==> config.mk <==
export PLATFORM = sky130hd
export DESIGN_NAME = ps2_key_decoder
export DESIGN_NICKNAME = d
export VERILOG_FILES = /design/src/rtl/ps2_key_decoder.sv
export SDC_FILE = /design/constraint.sdc
export NUM_CORES = 1
export LEC_CHECK = 0
export ABC_AREA = 1
export BUFFER_PORTS_ARGS = -buffer_cell sky130_fd_sc_hd__buf_2
export CORE_MARGIN = 3
export CORE_UTILIZATION = 45
export CTS_BUF_LIST = sky130_fd_sc_hd__clkbuf_8
export DETAILED_ROUTE_END_ITERATION = 8
export PLACE_DENSITY_LB_ADDON = 0.05
export REMOVE_ABC_BUFFERS = 1
export SLEW_MARGIN = 20
export SYNTH_ARGS = -nofsm -noshare
export SYNTH_HDL_FRONTEND = slang
export SYNTH_SLANG_ARGS = --single-unit
==> constraint.sdc <==
create_clock -name CLOCK_50 -period 3.21 [get_ports CLOCK_50]
set_clock_uncertainty 0.15 [all_clocks]
set_input_delay 0.1605 -clock CLOCK_50 [delete_from_list [all_inputs] [get_ports CLOCK_50]]
set_output_delay 0.1605 -clock CLOCK_50 [all_outputs]
set_load 0.01 [all_outputs]
==> src/rtl/ps2_key_decoder.sv <==
// ps2_key_decoder
//   Set-2 PS/2 scan-code decoder sitting between the PS/2 byte receiver and the
//   game FSM. A prefix state machine turns make / break / E0-extended byte
//   sequences into key events. Non-extended events are matched against a table
//   of NUM_KEYS make codes to drive per-key press/release pulses and held
//   levels. Every event (mapped or not) is also queued in a small FIFO.
//
//   Optional feature macro: PS2_TYPEMATIC_EN
//     defined   : a repeat make on an already-held mapped key pulses key_pressed again
//     undefined : repeat makes produce no pulse (FIFO behaviour identical)
//
//   Ports
//     CLOCK_50          in   system clock
//     reset             in   synchronous, active-high reset
//     received_data     in   byte from the PS/2 receiver
//     received_data_en  in   one-cycle strobe, received_data valid
//     key_pressed       out  per-key pulse on first make
//     key_released      out  per-key pulse on break of a held key
//     key_held          out  per-key level while the key is down
//     evt_valid         out  event FIFO not empty
//     evt_code          out  head event scan code
//     evt_break         out  head event is a break
//     evt_ext           out  head event was E0-prefixed
//     evt_ready         in   consumer pop (effective when evt_valid)
//     overflow          out  sticky, an event was dropped on a full FIFO
//     last_code         out  last non-prefix, non-control byte
module ps2_key_decoder #(
  parameter int unsigned           NUM_KEYS       = 3,
  parameter logic [8*NUM_KEYS-1:0] KEY_CODES      = {8'h23, 8'h1B, 8'h33},
  parameter int unsigned           FIFO_DEPTH     = 4,
  parameter int unsigned           TIMEOUT_CYCLES = 1000000
) (
  input  logic                CLOCK_50,
  input  logic                reset,
  input  logic [7:0]          received_data,
  input  logic                received_data_en,
  output logic [NUM_KEYS-1:0] key_pressed,
  output logic [NUM_KEYS-1:0] key_released,
  output logic [NUM_KEYS-1:0] key_held,
  output logic                evt_valid,
  output logic [7:0]          evt_code,
  output logic                evt_break,
  output logic                evt_ext,
  input  logic                evt_ready,
  output logic                overflow,
  output logic [7:0]          last_code
);

  localparam int unsigned PTR_W   = (FIFO_DEPTH > 1) ? $clog2(FIFO_DEPTH) : 1;
  localparam int unsigned CNT_W   = PTR_W + 1;
  localparam int unsigned TO_W    = (TIMEOUT_CYCLES > 1) ? $clog2(TIMEOUT_CYCLES) : 1;
  localparam int unsigned TO_LAST = (TIMEOUT_CYCLES > 0) ? TIMEOUT_CYCLES - 1 : 0;

  typedef enum logic [1:0] {
    S_IDLE,
    S_GOT_E0,
    S_GOT_F0,
    S_GOT_E0F0
  } state_t;

  typedef struct packed {
    logic [7:0] code;
    logic       brk;
    logic       ext;
  } evt_t;

  state_t              state_q, state_d;
  logic [TO_W-1:0]     to_cnt_q, to_cnt_d;
  logic [NUM_KEYS-1:0] key_pressed_q, key_pressed_d;
  logic [NUM_KEYS-1:0] key_released_q, key_released_d;
  logic [NUM_KEYS-1:0] key_held_q, key_held_d;
  logic                overflow_q, overflow_d;
  logic [7:0]          last_code_q, last_code_d;
  evt_t                mem_q [FIFO_DEPTH];
  evt_t                mem_d [FIFO_DEPTH];
  logic [PTR_W-1:0]    wr_ptr_q, wr_ptr_d;
  logic [PTR_W-1:0]    rd_ptr_q, rd_ptr_d;
  logic [CNT_W-1:0]    count_q, count_d;

  logic is_ctrl;
  logic ev_valid;
  logic ev_brk;
  logic ev_ext;
  logic pop;
  logic push_ok;
  logic fifo_full;

  // Keyboard control/response bytes never form part of a scan-code sequence.
  always_comb begin
    is_ctrl = 1'b0;
    case (received_data)
      8'h00, 8'hAA, 8'hEE, 8'hFA, 8'hFC, 8'hFE, 8'hFF: is_ctrl = 1'b1;
      default:                                         is_ctrl = 1'b0;
    endcase
  end

  // Prefix FSM and abandon timeout; a byte arriving at expiry is decoded in the current state.
  always_comb begin
    state_d     = state_q;
    to_cnt_d    = to_cnt_q;
    last_code_d = last_code_q;
    ev_valid    = 1'b0;
    ev_brk      = 1'b0;
    ev_ext      = 1'b0;
    if (received_data_en) begin
      to_cnt_d = '0;
      if (is_ctrl) begin
        state_d = S_IDLE;
      end else if (received_data == 8'hE0) begin
        state_d = S_GOT_E0;
      end else if (received_data == 8'hF0) begin
        state_d = (state_q inside {S_IDLE, S_GOT_F0}) ? S_GOT_F0 : S_GOT_E0F0;
      end else begin
        ev_valid    = 1'b1;
        ev_brk      = (state_q inside {S_GOT_F0, S_GOT_E0F0});
        ev_ext      = (state_q inside {S_GOT_E0, S_GOT_E0F0});
        state_d     = S_IDLE;
        last_code_d = received_data;
      end
    end else if (state_q == S_IDLE) begin
      to_cnt_d = '0;
    end else if (TIMEOUT_CYCLES != 0) begin
      if (to_cnt_q == TO_W'(TO_LAST)) begin
        state_d  = S_IDLE;
        to_cnt_d = '0;
      end else begin
        to_cnt_d = to_cnt_q + TO_W'(1);
      end
    end
  end

  // Key table: every matching entry reacts, only non-extended events match.
  always_comb begin
    key_pressed_d  = '0;
    key_released_d = '0;
    key_held_d     = key_held_q;
    if (ev_valid && !ev_ext) begin
      for (int unsigned i = 0; i < NUM_KEYS; i++) begin
        if (received_data == KEY_CODES[8*i +: 8]) begin
          if (!ev_brk) begin
            if (!key_held_q[i]) begin
              key_held_d[i]    = 1'b1;
              key_pressed_d[i] = 1'b1;
            end
`ifdef PS2_TYPEMATIC_EN
            else begin
              key_pressed_d[i] = 1'b1;
            end
`endif
          end else if (key_held_q[i]) begin
            key_held_d[i]     = 1'b0;
            key_released_d[i] = 1'b1;
          end
        end
      end
    end
  end

  // Event FIFO: a pop frees a slot in the same cycle, so push+pop at full is accepted.
  always_comb begin
    fifo_full  = (count_q == CNT_W'(FIFO_DEPTH));
    pop        = evt_ready && (count_q != '0);
    push_ok    = ev_valid && (!fifo_full || pop);
    overflow_d = overflow_q | (ev_valid && fifo_full && !pop);
    mem_d      = mem_q;
    wr_ptr_d   = wr_ptr_q;
    rd_ptr_d   = rd_ptr_q;
    count_d    = count_q;
    if (push_ok) begin
      mem_d[wr_ptr_q] = '{code: received_data, brk: ev_brk, ext: ev_ext};
      wr_ptr_d        = wr_ptr_q + PTR_W'(1);
    end
    if (pop) begin
      rd_ptr_d = rd_ptr_q + PTR_W'(1);
    end
    case ({push_ok, pop})
      2'b10:   count_d = count_q + CNT_W'(1);
      2'b01:   count_d = count_q - CNT_W'(1);
      default: count_d = count_q;
    endcase
  end

  always_ff @(posedge CLOCK_50) begin
    if (reset) begin
      state_q        <= S_IDLE;
      to_cnt_q       <= '0;
      key_pressed_q  <= '0;
      key_released_q <= '0;
      key_held_q     <= '0;
      overflow_q     <= 1'b0;
      last_code_q    <= '0;
      wr_ptr_q       <= '0;
      rd_ptr_q       <= '0;
      count_q        <= '0;
      for (int unsigned i = 0; i < FIFO_DEPTH; i++) begin
        mem_q[i] <= '0;
      end
    end else begin
      state_q        <= state_d;
      to_cnt_q       <= to_cnt_d;
      key_pressed_q  <= key_pressed_d;
      key_released_q <= key_released_d;
      key_held_q     <= key_held_d;
      overflow_q     <= overflow_d;
      last_code_q    <= last_code_d;
      wr_ptr_q       <= wr_ptr_d;
      rd_ptr_q       <= rd_ptr_d;
      count_q        <= count_d;
      mem_q          <= mem_d;
    end
  end

  assign key_pressed  = key_pressed_q;
  assign key_released = key_released_q;
  assign key_held     = key_held_q;
  assign overflow     = overflow_q;
  assign last_code    = last_code_q;
  assign evt_valid    = (count_q != '0);
  assign evt_code     = mem_q[rd_ptr_q].code;
  assign evt_break    = mem_q[rd_ptr_q].brk;
  assign evt_ext      = mem_q[rd_ptr_q].ext;

endmodule

==> results of run 1 <==
==> timing repair <==
| item | 4_1_cts | 5_1_grt |
|---|---|---|
| endpoints found under the hold margin | 7 | 0 |
| hold buffers | 5 | 0 |
| setup endpoints to repair | 0 | 0 |
| gates resized for setup | 0 | 0 |
==> final cells by class <==
type	count	share of cell area (%)
multi-input cells	453	45.7
well taps	129	3.33
clock inverters	7	2.32
clock buffers	9	2.55
repair buffers	49	5.77
inverters	58	4.49
flip-flops and latches	87	35.9
==> worst max-delay path: stages <==
cell and delay (ns):
dlygate4sd3_1 0.52, buf_2 0.17, nand2_1 0.08, nor2_1 0.25, nand2_1 0.11, nand2_1 0.14
inv_1 0.11, nand4_4 0.28, ha_1 0.21, inv_1 0.07, fa_1 0.37, a21oi_1 0.14
o21ai_0 0.11, o21ai_0 0.15, a21oi_1 0.05
==> cells in the mapped netlist (all sizes together) <==
master	n	area, µm²
clkbuf	20	75.1
nand4	48	315
a31oi	2	12.5
o21ai	36	180
nand3	26	135
nor2	160	673
fa	1	20.0
dfxtp	87	1740
nand2	107	402
o22ai	10	62.6
ha	6	75.1
buf	10	52.5
or2	5	31.3
xnor2	1	8.76
inv	58	218
nor3	12	60.1
nor4	7	43.8
o21a	1	7.51
xor2	7	61.3
a21oi	24	120
==> registers in the layout, indices dropped and copies added, names as in the netlist <==
name / count
mem_q: 40
last_code: 8
overflow: 1
state_q: 2
key_held: 3
rd_ptr_q: 2
count_q: 3
key_released: 3
wr_ptr_q: 2
key_pressed: 3
to_cnt_q: 20
==> logic make-up after synthesis <==
logic type | after synthesis | synth area share [%]
AO/OA/AOI/OAI | 73 | 8.91
XOR/XNOR | 8 | 1.63
adder cells (fa/ha/maj) | 7 | 2.21
buffers and inverters | 88 | 8.04
flip-flops | 87 | 40.5
AND/OR/NAND/NOR | 365 | 38.7
==> per-layer routing <==
metal | vias up | routed length, µm | track usage (%)
met5 | - | 0 | 0
met4 | 0 | 132 | 6.46
met3 | 10 | 484 | 2.74
met2 | 83 | 5210 | 34.6
met1 | 1832 | 4960 | 26.4
li1 | 2108 | - | -
==> through the flow <==
stage                     setup WS (ns)  utilization (%)  cells  instance area, µm²  power [mW]
after detailed placement          0.480             49.4    771                4570        2.00
after global placement            0.564             49.4    771                4570        1.99
after global routing              0.106             52.5    792                4850        3.05
final                             0.376             52.5    792                4850        2.89
after CTS                         0.403             52.5    792                4850        2.92
after floorplan                   0.231                -    598                4170        1.74
==> worst min-delay path by stage <==
stage	to	slack (ns)	cells past startpoint
6_report	last_code[6]	0.04	3
5_1_grt	last_code[6]	0.08	3
4_1_cts	last_code[6]	0.02	3
3_5_place_dp	key_pressed[0]	0.28	1
3_3_place_gp	key_pressed[2]	0.28	1
2_1_floorplan	last_code[5]	0.08	1
==> power groups by stage <==
stage	logic, mW	registers [mW]	clock network [mW]
3_3_place_gp	0.743	1.25	0
3_5_place_dp	0.753	1.25	0
6_report	0.750	1.23	0.912
4_1_cts	0.760	1.23	0.934
5_1_grt	0.844	1.24	0.974
2_1_floorplan	0.488	1.25	0
==> flow_summary.ini, run 1 <==
[detailed_routing]
wl_um = 10800
avgViaCountPerCell = 5.09
drt_iter0_markers = 166
route.detailed.drc = 0
first_pass_iters = 5
avgRoutedWirePerCell_um = 13.6
ant_nets = 0
vias = 4033

[clock_network]
path_clk_slew_ns = 0.09
cts_setup_buffers = 0
cts_root_buffer = clkbuf_8
cts_buffer_depth = 2
cts_buffers = 9
cts.sink_count = 87
cts_tree = built
clk_latency_ns = 0.35
htree_levels = 3

[timing]
finalHoldViolCount = 0
max_clock_freq_ghz = 0.353
whs_ns = 0.0382
final.period_utilization_pct = 88.3
drv_slew = 0
setup-violations-final = 0
post-route-min-period_ns = 2.83
worst_pin_slew_ns = 0.837
setup-tns-final_ns = 0
rsz0062_at_grt = false
maxSlewHeadroom_pct = 44.1

[finish]
drive_gt1_share_pct = 11.2
nFillCells = 958
multiInputGateArea_um2 = 2220
area_growth_pct = 13.0
final_nets = 677
final_cell_mix = 154 x nor2_1, 107 x nand2_1, 87 x dfxtp_1, 57 x inv_1, 47 x nand4_1
regArea_um2 = 1740
antenna-diode-count = 0
layout_commonest_cell = nor2_1

[outcome]
status = finished, final reports clean

[global_route]
grtUsageTotal_pct = 20.2
grt_overflow = 0
grt_pass1_wl_um = 17800
antenna_found_initial = 0
grt_max_degree = 58
grt_pass1_vias = 3735

[power]
pwr-share-seq_pct = 42.4
clkPwrFrac_pct = 31.6
switchingPower_uw = 950
power.static_leakage_nw = 2.05
ir_drop_mv = 0.240
power_density_nw_per_um2 = 595
power_frac_comb_pct = 26.0
intPower_mw = 1.94
p_sw_share_pct = 32.9

[critical_path]
reg2reg_depth = 12
startpoint_type = input pin
reg2reg_setup_slack_ns = 0.68
setup.worst_path.start = received_data[5]
crit_fanout = 7
end_kind = flop
r2r-end = count_q[2]
arrival_ns = 2.92
setup.worst_path.end = count_q[2]
reg2reg_from = count_q[0]
worstPathRequired_ns = 3.30
crit_type = input pin to flop

[placed_design]
dp_hpwl_um = 7410
gp_congestion = 0.928
port_buffers = 40

[floorplan]
num_rows = 35
die-area_um2 = 10800
fp.dieW_um = 104
core_um2 = 9240
dieHeight_um = 104
start_util_pct = 46.5
ios = 41

[yosys]
ys_seq_elements = 87
ys_seq_area_share_pct = 40.5
syn_area_um2 = 4300
synth.avg_cell_area_um2 = 6.84
netlist_instances = 628
yosys_warnings = 0
synth_cell_types = 27

[min_path]
hold_class = input pin to flop
worstHoldStart = received_data[6]

[job]
maxCapViolCount = 0
No activity file was read; power rests on OpenSTA's default activity.
==> run 2, diff against run 1 <==
CORE_MARGIN = 2   (was 3)
CTS_CLUSTER_DIAMETER = 50   (was unset)
==> flow_summary.ini, run 2 (synthesized netlist as in run 1, its figures left out) <==
[outcome]
status = finished, final reports clean

[job]
maxCapViolCount = 0

[detailed_routing]
avgViaCountPerCell = 5.12
vias = 4057
avgRoutedWirePerCell_um = 13.6
wl_um = 10800
drt_iter0_markers = 219
first_pass_iters = 5
ant_nets = 0
route.detailed.drc = 0

[floorplan]
start_util_pct = 46.5
fp.dieW_um = 102
num_rows = 35
dieHeight_um = 102
ios = 41
core_um2 = 9240
die-area_um2 = 10300

[power]
pwr-share-seq_pct = 44.0
power_density_nw_per_um2 = 576
power_frac_comb_pct = 27.2
p_sw_share_pct = 34.9
intPower_mw = 1.81
ir_drop_mv = 0.277
switchingPower_uw = 971
clkPwrFrac_pct = 28.8
power.static_leakage_nw = 2.03

[timing]
finalHoldViolCount = 0
rsz0062_at_grt = false
drv_slew = 0
post-route-min-period_ns = 2.84
max_clock_freq_ghz = 0.353
worst_pin_slew_ns = 0.832
final.period_utilization_pct = 88.4
maxSlewHeadroom_pct = 44.3
setup-tns-final_ns = 0
setup-violations-final = 0

[clock_network]
cts.sink_count = 87
path_clk_slew_ns = 0.09
cts_root_buffer = clkbuf_8
cts_buffer_depth = 2
cts_tree = built
htree_levels = 3
clk_latency_ns = 0.36
cts_buffers = 9

[global_route]
grt_overflow = 0
grt_max_degree = 58
grtUsageTotal_pct = 22.0
grt_pass1_vias = 3697
antenna_found_initial = 0
grt_pass1_wl_um = 17800

[finish]
final_nets = 677
largest_register = mem_q
final_util_pct = 52.3
final_cell_mix = 154 x nor2_1, 107 x nand2_1, 87 x dfxtp_1, 56 x inv_1, 47 x nand4_1
antenna-diode-count = 0
largest_reg_flops = 40
layout_commonest_cell = nor2_1
drive_gt1_share_pct = 11.3
area_growth_pct = 12.6
nFillCells = 961

[critical_path]
reg2reg_depth = 12
end_kind = flop
startpoint_type = input pin
crit_fanout = 7
crit_type = input pin to flop
arrival_ns = 2.94
worstPathRequired_ns = 3.31

[placed_design]
port_buffers = 40
dp_hpwl_um = 7440
gp_congestion = 0.983

[min_path]
hold_depth = 3
hold_class = input pin to flop
## run 2: changes by cell type in the layout (fill, tap and decap cells not counted), sizes merged
| cell | before | now |
|---|---|---|
| clkbuf | 9 | 10 |
| clkinv | 3 | 1 |
| clkinvlp | 0 | 2 |
| bufinv | 3 | 1 |
| inv | 59 | 60 |
## run 2: stage by stage
step	total power, mW	cell area [µm²]	std cells	setup slack, ns	hold slack [ns]
floorplan	1.74	4170	598	0.231	0.0796
global placement	1.99	4580	771	0.553	0.275
detailed placement	2.01	4580	771	0.455	0.286
CTS	2.81	4830	792	0.412	0.0133
global route	2.95	4830	792	0.113	0.0582
finish	2.78	4830	792	0.374	0.0290
## run 2: final cells by class
cell class              count  area (µm²)  share of cell area [%]
multi-input cells         453        2220                    45.8
repair buffers             49         293                    6.06
clock inverters             6        67.6                    1.40
well taps                 129         161                    3.34
flip-flops and latches     87        1740                    36.0
inverters                  58         218                    4.50
clock buffers              10         138                    2.85
## run 2: what timing repair did
action,in CTS,in global routing
hold endpoints to repair,7,0
resized for setup,0,0
hold buffers,5,0
setup buffers,0,0
## run 2: critical path, cell delays in order
cell	delay, ns
dlygate4sd3_1	0.52
buf_2	0.15
nand2_1	0.08
nor2_1	0.25
nand2_1	0.11
nand2_1	0.14
inv_1	0.11
nand4_4	0.28
ha_1	0.21
inv_1	0.07
fa_1	0.38
a21oi_1	0.14
o21ai_0	0.11
o21ai_0	0.17
a21oi_1	0.07
## run 2: power groups by stage
| stage | clock (mW) | combinational (mW) | sequential (mW) |
|---|---|---|---|
| finish | 0.801 | 0.757 | 1.23 |
| global route | 0.860 | 0.857 | 1.24 |
| CTS | 0.823 | 0.763 | 1.22 |
| detailed placement | 0 | 0.757 | 1.25 |
| global placement | 0 | 0.746 | 1.25 |
| floorplan | 0 | 0.488 | 1.25 |
## run 2: final timing paths
kind	slack [ns]	end	from
hold / removal	0.03	last_code[6]	received_data[6]
hold reg to reg	0.30	key_pressed[0]	key_held[0]
setup / recovery	0.37	count_q[2]	received_data[5]
setup reg to reg	0.65	count_q[2]	count_q[0]
## run 2: routing by layer
| metal | part of all wire [%] | up-vias | GRT usage, % |
|---|---|---|---|
| li1 | - | 2109 | - |
| met1 | 48 | 1863 | 29.7 |
| met2 | 47 | 71 | 35.2 |
| met3 | 3.6 | 14 | 3.17 |
| met4 | 1.7 | 0 | 9.04 |
| met5 | 0 | - | 0 |
==> run 3, diff against run 2 <==
SETUP_SLACK_MARGIN = 0.5   (was unset)
TNS_END_PERCENT = 100   (was unset)
==> flow_summary.ini, run 3 (synthesized netlist as in run 1, its figures left out) <==
[critical_path]
startpoint_type = flop
reg2reg_depth = 12
critPathSlowestCell = fa_1
cp_num_buf_inv = 1
r2r-end = count_q[2]
crit_type = flop to flop
crit_fanout = 4
reg2reg_setup_slack_ns = 0.93
end_kind = flop
path_cells = nor2_1 > nand2_1 > nand2_1 > nand3_2 > nand4_4 > ha_1 > inv_1 > fa_1 > a21oi_1 > o21ai_0 > o21ai_0 > a21oi_1
worstPathRequired_ns = 3.31
cpLargestDelayFamily = simple AND/OR/NAND/NOR gates
reg2reg_from = count_q[0]
max_stage_delay_ns = 0.38
arrival_ns = 2.38

[finish]
layout_commonest_cell = nor2_1
fin_cells = 794
largest_register = mem_q
area_growth_pct = 12.9
nFillCells = 967
final_nets = 679
final_cell_mix = 154 x nor2_1, 107 x nand2_1, 87 x dfxtp_1, 56 x inv_1, 47 x nand4_1
largest_reg_flops = 40
drive_gt1_share_pct = 11.6
antenna-diode-count = 0

[placed_design]
gp_congestion = 0.983
port_buffers = 40
dp_hpwl_um = 7440
dp.cells = 771

[timing]
rsz0062_at_grt = false
maxSlewHeadroom_pct = 45.3
drv_slew = 0
post-route-min-period_ns = 2.28
max_clock_freq_ghz = 0.439
setup-violations-final = 0
worst_pin_slew_ns = 0.819
finalHoldViolCount = 0
setup-tns-final_ns = 0
final.period_utilization_pct = 71.0

[clock_network]
cts.sink_count = 87
cts_root_buffer = clkbuf_8
htree_levels = 3
path_clk_slew_ns = 0.09
cts_tree = built
cts_buffer_depth = 2
cts_buffers = 9
clk_latency_ns = 0.36
ctsResizeCount = 0

[job]
maxCapViolCount = 0

[floorplan]
fp.dieW_um = 102
core_um2 = 9240
start_util_pct = 46.5
num_rows = 35
die-area_um2 = 10300
dieHeight_um = 102
ios = 41

[global_route]
antenna_found_initial = 0
grt_pass1_vias = 3699
grtUsageTotal_pct = 22.0
met1_usage_pct = 29.7
grt_overflow = 0
grt.busiest_layer = met2
grt_use_met2_pct = 35.3
grt_pass1_wl_um = 17800
grt_max_degree = 58
gr-usage-met3_pct = 3.17

[detailed_routing]
ant_nets = 0
route.detailed.drc = 0
first_pass_iters = 4
wl_um = 10800
vias = 4057
drt_iter0_markers = 196
avgRoutedWirePerCell_um = 13.7
avgViaCountPerCell = 5.11

[power]
power_frac_comb_pct = 27.3
intPower_mw = 1.82
clkPwrFrac_pct = 28.8
power_density_nw_per_um2 = 576
p_sw_share_pct = 34.9
pwr-share-seq_pct = 43.9
switchingPower_uw = 975
power.static_leakage_nw = 2.04
ir_drop_mv = 0.277

[min_path]
worstHoldStart = received_data[5]
hold_depth = 4
whs_endpoint = key_released[1]
hold_class = input pin to flop

[outcome]
status = finished, final reports clean
run 3: layout make-up:
| type | instances | area [µm²] | area share, % |
|---|---|---|---|
| multi-input combinational | 453 | 2220 | 45.7 |
| sequential | 87 | 1740 | 35.9 |
| timing repair buffer | 51 | 308 | 6.35 |
| inverter | 58 | 218 | 4.49 |
| tap | 129 | 161 | 3.33 |
| clock buffer | 10 | 138 | 2.84 |
| clock inverter | 6 | 67.6 | 1.39 |
run 3: worst max path at each step:
stage                                start          to  slack, ns  cells past startpoint
after floorplan                 count_q[0]  count_q[2]       0.23                     12
after global placement    received_data[4]  count_q[2]       0.55                     15
after detailed placement  received_data[4]  count_q[2]       0.46                     15
after CTS                       count_q[0]  count_q[2]       0.65                     12
after global routing            count_q[0]  count_q[2]       0.63                     12
final                           count_q[0]  count_q[2]       0.93                     12
run 3: routing by layer:
metal | vias to the layer above | wire length (µm)
met5 | - | 0
met4 | 0 | 127
met3 | 9 | 380
met2 | 58 | 5160
met1 | 1874 | 5180
li1 | 2116 | -
run 3: power groups by stage:
stage / combinational (mW) / sequential, mW / clock [mW]
floorplan: 0.488 / 1.25 / 0
global placement: 0.746 / 1.25 / 0
detailed placement: 0.757 / 1.25 / 0
CTS: 0.763 / 1.22 / 0.823
global route: 0.863 / 1.24 / 0.860
finish: 0.763 / 1.23 / 0.804
run 3: timing repair:
item                                    in CTS  in global routing
endpoints found under the hold margin        7                  0
hold buffers                                 5                  0
endpoints found under the setup margin       0                  1
setup buffers                                0                  2
run 3: through the flow:
stage / util [%] / power (mW) / cell area (µm²) / setup WS, ns / hold slack, ns
2_1_floorplan: - / 1.74 / 4170 / 0.231 / 0.0796
3_3_place_gp: 49.6 / 1.99 / 4580 / 0.553 / 0.275
3_5_place_dp: 49.6 / 2.01 / 4580 / 0.455 / 0.286
4_1_cts: 52.3 / 2.81 / 4830 / 0.648 / 0.0133
5_1_grt: 52.5 / 2.96 / 4850 / 0.629 / 0.0505
6_report: 52.5 / 2.79 / 4850 / 0.929 / 0.0251
run 3: worst reg2reg max path, delay by kind of cell, from the launching register on:
family,cells,cell delay [ns]
AO/OA/AOI/OAI,4,0.49
flip-flops,1,0.34
buffers and inverters,1,0.06
adder cells (fa/ha/maj),2,0.52
AND/OR/NAND/NOR,5,0.60
